==> src/rtl/instr_encode_loader.sv <==
// Encodes symbolic MIPS ops into 32-bit words and streams them into instruction
// memory, one word per two cycles, with a sequential write pointer and fill count.
module instr_encode_loader #(
  parameter int ADDR_W = 6
) (
  input  logic              clk,
  input  logic              reset,
  input  logic              req_valid,
  output logic              req_ready,
  input  logic [2:0]        req_op,
  input  logic [4:0]        req_rs,
  input  logic [4:0]        req_rt,
  input  logic [4:0]        req_rd,
  input  logic [15:0]       req_imm,
  input  logic              flush,
  output logic              imem_we,
  output logic [ADDR_W-1:0] imem_addr,
  output logic [31:0]       imem_wdata,
  output logic [ADDR_W:0]   count,
  output logic              full,
  output logic              busy
);

  typedef enum logic [2:0] {
    OP_ADD, OP_ADDU, OP_SUB, OP_SUBU, OP_AND, OP_LW, OP_SW, OP_BEQ
  } op_e;

  typedef enum logic {S_IDLE, S_WRITE} state_e;

  localparam logic [ADDR_W:0] DEPTH = {1'b1, {ADDR_W{1'b0}}};

  state_e              r_state;
  logic [ADDR_W-1:0]   r_ptr;
  logic [ADDR_W:0]     r_count;
  logic                r_we;
  logic                r_busy;
  logic [ADDR_W-1:0]   r_addr;
  logic [31:0]         r_wdata;
  logic [31:0]         w_word;
  logic                w_full;
  logic                w_accept;

  always_comb begin
    w_word = 32'h0;
    case (op_e'(req_op))
      OP_ADD:  w_word = {6'b000000, req_rs, req_rt, req_rd, 5'b00000, 6'b100000};
      OP_ADDU: w_word = {6'b000000, req_rs, req_rt, req_rd, 5'b00000, 6'b100001};
      OP_SUB:  w_word = {6'b000000, req_rs, req_rt, req_rd, 5'b00000, 6'b100010};
      OP_SUBU: w_word = {6'b000000, req_rs, req_rt, req_rd, 5'b00000, 6'b100011};
      OP_AND:  w_word = {6'b000000, req_rs, req_rt, req_rd, 5'b00000, 6'b100100};
      OP_LW:   w_word = {6'b100011, req_rs, req_rt, req_imm};
      OP_SW:   w_word = {6'b101011, req_rs, req_rt, req_imm};
      OP_BEQ:  w_word = {6'b000100, req_rs, req_rt, req_imm};
      default: w_word = 32'h0;
    endcase
  end

  assign w_full    = (r_count == DEPTH);
  assign req_ready = (r_state == S_IDLE) && !w_full && !flush && !reset;
  assign w_accept  = req_valid && req_ready;

  always_ff @(posedge clk or posedge reset) begin
    if (reset) begin
      r_state <= S_IDLE;
      r_ptr   <= '0;
      r_count <= '0;
      r_we    <= 1'b0;
      r_busy  <= 1'b0;
      r_addr  <= '0;
      r_wdata <= 32'h0;
    end else begin
      case (r_state)
        S_IDLE: begin
          if (flush) begin
            r_ptr   <= '0;
            r_count <= '0;
          end else if (w_accept) begin
            r_addr  <= r_ptr;
            r_wdata <= w_word;
            r_we    <= 1'b1;
            r_busy  <= 1'b1;
            r_state <= S_WRITE;
          end
        end
        S_WRITE: begin
          // The memory captures the word on this edge; a flush here only
          // rewinds the pointer, it does not cancel the write.
          r_we    <= 1'b0;
          r_busy  <= 1'b0;
          r_state <= S_IDLE;
          if (flush) begin
            r_ptr   <= '0;
            r_count <= '0;
          end else begin
            r_ptr   <= r_ptr + ADDR_W'(1);
            r_count <= r_count + (ADDR_W+1)'(1);
          end
        end
        default: r_state <= S_IDLE;
      endcase
    end
  end

  assign imem_we    = r_we;
  assign busy       = r_busy;
  assign imem_addr  = r_addr;
  assign imem_wdata = r_wdata;
  assign count      = r_count;
  assign full       = w_full;

endmodule

==> config.mk <==
export PLATFORM = sky130hd
export DESIGN_NAME = instr_encode_loader
export DESIGN_NICKNAME = d
export VERILOG_FILES = /design/src/rtl/instr_encode_loader.sv
export SDC_FILE = /design/constraint.sdc
export NUM_CORES = 1
export LEC_CHECK = 0
export CORE_MARGIN = 2
export CORE_UTILIZATION = 48
export DETAILED_ROUTE_END_ITERATION = 12
export GPL_TIMING_DRIVEN = 0
export PLACE_DENSITY = 0.86
export SYNTH_ARGS = -nofsm -noshare
export SYNTH_HDL_FRONTEND = slang
export SYNTH_SLANG_ARGS = --single-unit
==> constraint.sdc <==
create_clock -name clk -period 4.9 [get_ports clk]
set_input_delay 0.98 -clock clk [delete_from_list [all_inputs] [get_ports clk]]
set_output_delay 0.98 -clock clk [all_outputs]
set_load 0.05 [all_outputs]
==> impl_metrics.env, run 1 <==
export IMPL_outcome="completed"
export IMPL_synth_seq_area_share_pct=53.5
export IMPL_dpl_cell_area_sq_um=3260
export IMPL_yosysUniqueCellTypes=30
export IMPL_insertedDiodeCount=0
export IMPL_synthFlopType="dfrtp_1"
export IMPL_yosysMostFrequentCell="dfrtp_1"
export IMPL_wire_per_inst_um=13.8
export IMPL_fill_cells=342
export IMPL_max_stage_delay_ns=0.84
export IMPL_ant_nets=0
export IMPL_clockRootBuffer="clkbuf_8"
export IMPL_irDropWorstVdd_mv=0.200
export IMPL_drt_iter0_drc=51
export IMPL_start_util_pct=49.5
export IMPL_yosysTopAreaCell="dfrtp_1"
export IMPL_r2r_cells=7
export IMPL_cts_buffers=5
export IMPL_cts_tree="yes"
export IMPL_place_inst=340
export IMPL_crit_chain="clkdlybuf4s50_1, nor4_1, clkdlybuf4s50_1"
export IMPL_cts_hold_buffers=0
export IMPL_gr_usage_all_layers_pct=18.1
export IMPL_synth_edff_count=0
export IMPL_synth_top_area_share_pct=53.5
export IMPL_hold_viol=0
export IMPL_slew_violations=0
export IMPL_yosys_top_cells_area="dfrtp_1, mux2_4, mux2_2"
export IMPL_max_cap_viol_count=0
export IMPL_postCtsResizedCells=0
export IMPL_ys_seq_elements=50
export IMPL_timing_setup_critical_path_class="in -> out"
export IMPL_final_setup_tns_ns=0
export IMPL_clock_path_buffers=2
export IMPL_p_leak_nw=1.48
export IMPL_hp_start="imem_wdata[25]$_DFFE_PP0P_"
export IMPL_rsz0062_at_grt="false"
export IMPL_arrival_ns=2.64
export IMPL_nNetsFinal=321
export IMPL_dp_hpwl_mm=3.61
export IMPL_whs_ns=0.510
export IMPL_gp_congestion=0.783
export IMPL_final_cell_area_sq_um=3360
export IMPL_via_count=1671
export IMPL_die_w_um=73.8
export IMPL_timing_rr_start="count[0]$_DFFE_PP0P_"
export IMPL_syn_area_per_cell_sq_um=12.3
export IMPL_min_period_ns=3.62
export IMPL_grt_ovfl_total=0
export IMPL_syn_nets=231
export IMPL_hold_class="reg -> reg"
export IMPL_clkTransAtPathRegs_ns=0.08
export IMPL_worstPathMaxFanout=6
export IMPL_grt_pass1_wl_mm=7.53
export IMPL_tightest_slew_ns=0.613
export IMPL_routed_wirelength_mm=4.80
export IMPL_synthCells=190
export IMPL_ios=87
export IMPL_hold_end="imem_wdata[25]$_DFFE_PP0P_"
export IMPL_syn_to_final_growth_pct=43.6
export IMPL_async_reset_ff_share_pct=100
export IMPL_crit_path_end_kind="output pin"
export IMPL_startpoint_type="input pin"
export IMPL_clock_latency_ns=0.30
export IMPL_first_global_vias=1603
export IMPL_synthTopCellsByCount="dfrtp_1, mux2_4, inv_1, nand2_1, nor2_1"
export IMPL_grt_max_degree=34
export IMPL_die_y_um=73.8
export IMPL_antenna_found_initial=0
export IMPL_rows=25
export IMPL_r2r_setup_slack_ns=3.13
export IMPL_setup_viol=0
export IMPL_fin_util_pct=71.1
export IMPL_yosys_warnings=0
export IMPL_layout_drive_gt1_share_pct=17.4
export IMPL_worst_path_most_repeated_cell="clkdlybuf4s50_1"
export IMPL_cp_required_ns=3.92
export IMPL_fmax_mhz=276
export IMPL_drc_errors=0
export IMPL_pwr_density_cell_nw_per_um2=363
export IMPL_clock_sinks=50
export IMPL_fin_worst_skew_ns=0.0113
export IMPL_avgViaCountPerCell=4.80
export IMPL_syn_cell_area_sq_um=2340
export IMPL_core_area_sq_um=4720
export IMPL_min_period_over_period_pct=73.8
export IMPL_die_area_sq_um=5450
export IMPL_htree_levels=2
export IMPL_dr_pass1_iters=4
export IMPL_relSlewSlack_pct=58.9
export IMPL_rr_endpoint="imem_wdata[16]$_DFFE_PP0P_"
export IMPL_whs_path_depth=1
export IMPL_cts_setup_buffers=0
export IMPL_portBuffers=82
export IMPL_critPathSlowestCell="clkdlybuf4s50_1"
export IMPL_final_cells=348
## placed cells by master (no fill, tap or decap), types with 2 or more instances in the layout
cell             synthesis  routed
a21oi_1                  7       7
buf_12                   2       3
buf_4                    5       5
clkbuf_1                 4       4
clkbuf_8                 0       6
clkdlybuf4s50_1          0      82
dfrtp_1                 50      50
ha_1                     3       3
inv_1                   16      15
mux2_2                  12      12
mux2_4                  18      18
mux2i_1                 12      12
nand2_1                 14      14
nand2b_1                 2       2
nand4_1                  4       4
nor2_1                  13      13
o21ai_0                  4       4
or3_1                    3       3
xnor2_1                  2       2
xor2_1                   7       7
## where the power goes
part           switching [W]  internal (W)  leakage, nW
Sequential         0.0000319      0.000465        0.643
Clock               0.000131      0.000114       0.0472
Combinational       0.000286      0.000192        0.791
## worst max-delay path: cells and delay by family
kind	cells	cell delay, ns
and+or+nand+nor	1	0.30
buffers and inverters	2	1.35
## routing by layer
layer / vias up / routed length (um) / global-route usage, %
met3: 5 / 238 / 3.98
met2: 52 / 2410 / 30.4
met5: - / 0 / 0
met4: 0 / 64 / 6.67
li1: 807 / - / -
met1: 807 / 2080 / 22.9
## stage by stage
stage	worst slack, ns	total power (W)
3_5_place_dp	1.27	0.000986
2_1_floorplan	1.14	0.000817
4_1_cts	1.26	0.00123
5_1_grt	1.21	0.00127
3_3_place_gp	1.28	0.000977
6_report	1.28	0.00122
## worst max-delay path by stage
| stage | cells after the start | endpoint | slack [ns] | from |
|---|---|---|---|---|
| global route | 3 | req_ready | 1.21 | flush |
| detailed placement | 3 | req_ready | 1.27 | flush |
| global placement | 3 | req_ready | 1.28 | flush |
| CTS | 3 | req_ready | 1.26 | flush |
| finish | 3 | req_ready | 1.28 | flush |
| floorplan | 5 | req_ready | 1.14 | count[0]$_DFFE_PP0P_ |
## registers in the layout (all words and copies together) (netlist names)
register    count
r_state         1
busy            1
count           7
imem_addr       6
r_ptr           6
imem_wdata     29
## cell type report
cell class	count	area, sq um	share of cell area [%]
buffer	13	109	3.24
clock buffer	6	82.6	2.46
clock inverter	2	12.5	0.372
inverter	16	60.1	1.79
multi-input combinational	111	920	27.4
sequential	50	1250	37.2
tap	67	83.8	2.50
timing repair buffer	83	841	25.0
## logic make-up (layout without fill, tap and decap cells)
family          Yosys count  after routing  share of synthesized area [%]
compound gates           15             15                           3.58
xor+xnor                  9              9                           3.37
fa+ha+maj                 3              3                           1.60
buf+inv                  29            120                           7.22
flops                    50             50                           53.5
mux                      42             42                           22.5
other cells               1              1                          0.160
simple gates             41             41                           8.13
(Power assumes the default switching activity.)
==> run 2: changes to the inputs <==
- CORE_UTILIZATION: 48 -> 44
- PLACE_DENSITY: 0.86 -> 0.8
- clock period: 4.9 -> 3.7 ns (I/O delays scaled with it)
==> impl_metrics.env, run 2 (synthesis gave the netlist of run 1 again) <==
export IMPL_clkTransAtPathRegs_ns=0.08
export IMPL_clock_sinks=50
export IMPL_dr_pass1_iters=4
export IMPL_antenna_found_initial=0
export IMPL_core_area_sq_um=5110
export IMPL_die_w_um=76.9
export IMPL_hold_class="reg -> reg"
export IMPL_avgViaCountPerCell=4.78
export IMPL_insertedDiodeCount=0
export IMPL_max_cap_viol_count=0
export IMPL_gr_usage_all_layers_pct=16.9
export IMPL_final_common_cell="clkdlybuf4s50_1"
export IMPL_relSlewSlack_pct=58.0
export IMPL_startpoint_type="input pin"
export IMPL_fin_worst_skew_ns=0.00598
export IMPL_grt_max_degree=27
export IMPL_power_frac_clock_pct=19.4
export IMPL_htree_levels=2
export IMPL_clockRootBuffer="clkbuf_8"
export IMPL_ant_nets=0
export IMPL_wire_per_inst_um=13.7
export IMPL_portBuffers=82
export IMPL_timing_setup_critical_path_class="in -> out"
export IMPL_rr_endpoint="imem_wdata[19]$_DFFE_PP0P_"
export IMPL_switching_share_pct=36.3
export IMPL_rsz0062_at_grt="false"
export IMPL_cts_setup_buffers=0
export IMPL_r2r_cells=7
export IMPL_p_leak_nw=1.48
export IMPL_final_cell_mix="clkdlybuf4s50_1, dfrtp_1, mux2_4, inv_1, nand2_1"
export IMPL_rows=26
export IMPL_gp_congestion=0.778
export IMPL_crit_end="req_ready"
export IMPL_r2r_setup_slack_ns=1.93
export IMPL_drc_errors=0
export IMPL_cts_hold_buffers=0
export IMPL_postCtsResizedCells=0
export IMPL_timing_rr_start="count[0]$_DFFE_PP0P_"
export IMPL_ios=87
export IMPL_start_util_pct=45.8
export IMPL_via_count=1677
export IMPL_hold_viol=0
export IMPL_p_comb_share_pct=39.6
export IMPL_first_global_vias=1645
export IMPL_fill_cells=401
export IMPL_die_area_sq_um=5920
export IMPL_dp_hpwl_mm=3.63
export IMPL_fmax_mhz=322
export IMPL_cp_required_ns=2.96
export IMPL_syn_to_final_growth_pct=43.6
export IMPL_layout_drive_gt1_share_pct=17.1
export IMPL_nNetsFinal=321
export IMPL_clock_path_buffers=2
export IMPL_cts_buffers=5
export IMPL_crit_path_end_kind="output pin"
export IMPL_largest_register_ffs=29
export IMPL_arrival_ns=2.37
export IMPL_irDropWorstVdd_mv=0.291
export IMPL_outcome="completed"
export IMPL_clock_latency_ns=0.29
export IMPL_final_setup_tns_ns=0
export IMPL_grt_pass1_wl_mm=7.95
export IMPL_power_w=0.00160
export IMPL_startpoint="flush"
export IMPL_min_period_over_period_pct=84.0
export IMPL_cts_tree="yes"
export IMPL_p_switching_w=0.000582
export IMPL_routed_wirelength_mm=4.82
export IMPL_min_period_ns=3.11
export IMPL_power_frac_seq_pct=41.0
export IMPL_slew_violations=0
export IMPL_grt_ovfl_total=0
export IMPL_drt_iter0_drc=27
export IMPL_p_int_w=0.00102
export IMPL_worstPathMaxFanout=6
export IMPL_die_y_um=76.9
export IMPL_pwr_density_cell_nw_per_um2=478
export IMPL_tightest_slew_ns=0.626
export IMPL_fin_util_pct=65.8
export IMPL_setup_viol=0
[run 2: worst min-delay path by stage]
stage | start | endpoint | depth (start not counted) | slack, ns
after floorplan | r_ptr[5]$_DFFE_PP0P_ | imem_addr[5]$_DFFE_PP0P_ | 1 | 0.49
after global placement | busy$_DFFE_PP0P_ | busy$_DFFE_PP0P_ | 1 | 0.49
after detailed placement | imem_wdata[20]$_DFFE_PP0P_ | imem_wdata[20]$_DFFE_PP0P_ | 1 | 0.49
after CTS | imem_addr[4]$_DFFE_PP0P_ | imem_addr[4]$_DFFE_PP0P_ | 1 | 0.51
after global routing | imem_addr[2]$_DFFE_PP0P_ | imem_addr[2]$_DFFE_PP0P_ | 1 | 0.53
final | imem_wdata[25]$_DFFE_PP0P_ | imem_wdata[25]$_DFFE_PP0P_ | 1 | 0.51
[run 2: final cells by class]
class / instances / area (sq um) / area share, %
tap: 70 / 87.6 / 2.61
multi-input combinational: 111 / 920 / 27.4
sequential: 50 / 1250 / 37.2
clock buffer: 7 / 86.3 / 2.57
buffer: 13 / 109 / 3.24
clock inverter: 1 / 5.00 / 0.149
inverter: 16 / 60.1 / 1.79
timing repair buffer: 83 / 841 / 25.0
[run 2: metrics by stage]
stage / std cells / setup WS (ns) / hold slack [ns] / instance area, sq um
after floorplan: 190 / 0.185 / 0.491 / 2340
after global placement: 342 / 0.562 / 0.487 / 3250
after CTS: 351 / 0.584 / 0.513 / 3360
after detailed placement: 343 / 0.584 / 0.494 / 3270
final: 351 / 0.591 / 0.511 / 3360
after global routing: 351 / 0.524 / 0.526 / 3360
[run 2: power by group through the flow]
stage / clock [W] / combinational [W] / sequential [W]
after floorplan: 0 / 0.000170 / 0.000911
after global placement: 0 / 0.000630 / 0.000664
after detailed placement: 0 / 0.000640 / 0.000667
after CTS: 0.000324 / 0.000641 / 0.000658
after global routing: 0.000350 / 0.000662 / 0.000669
final: 0.000311 / 0.000635 / 0.000658
[run 2: routing by layer]
layer,vias up,part of all wire [%],track usage (%)
met1,803,45,21.5
met4,0,1.2,4.91
li1,810,-,-
met5,-,0,0
met3,4,6.4,4.94
met2,60,48,28.2
[run 2: critical path, cell delays in order]
cell and delay [ns]:
clkdlybuf4s50_1 0.49, nor4_1 0.29, clkdlybuf4s50_1 0.84
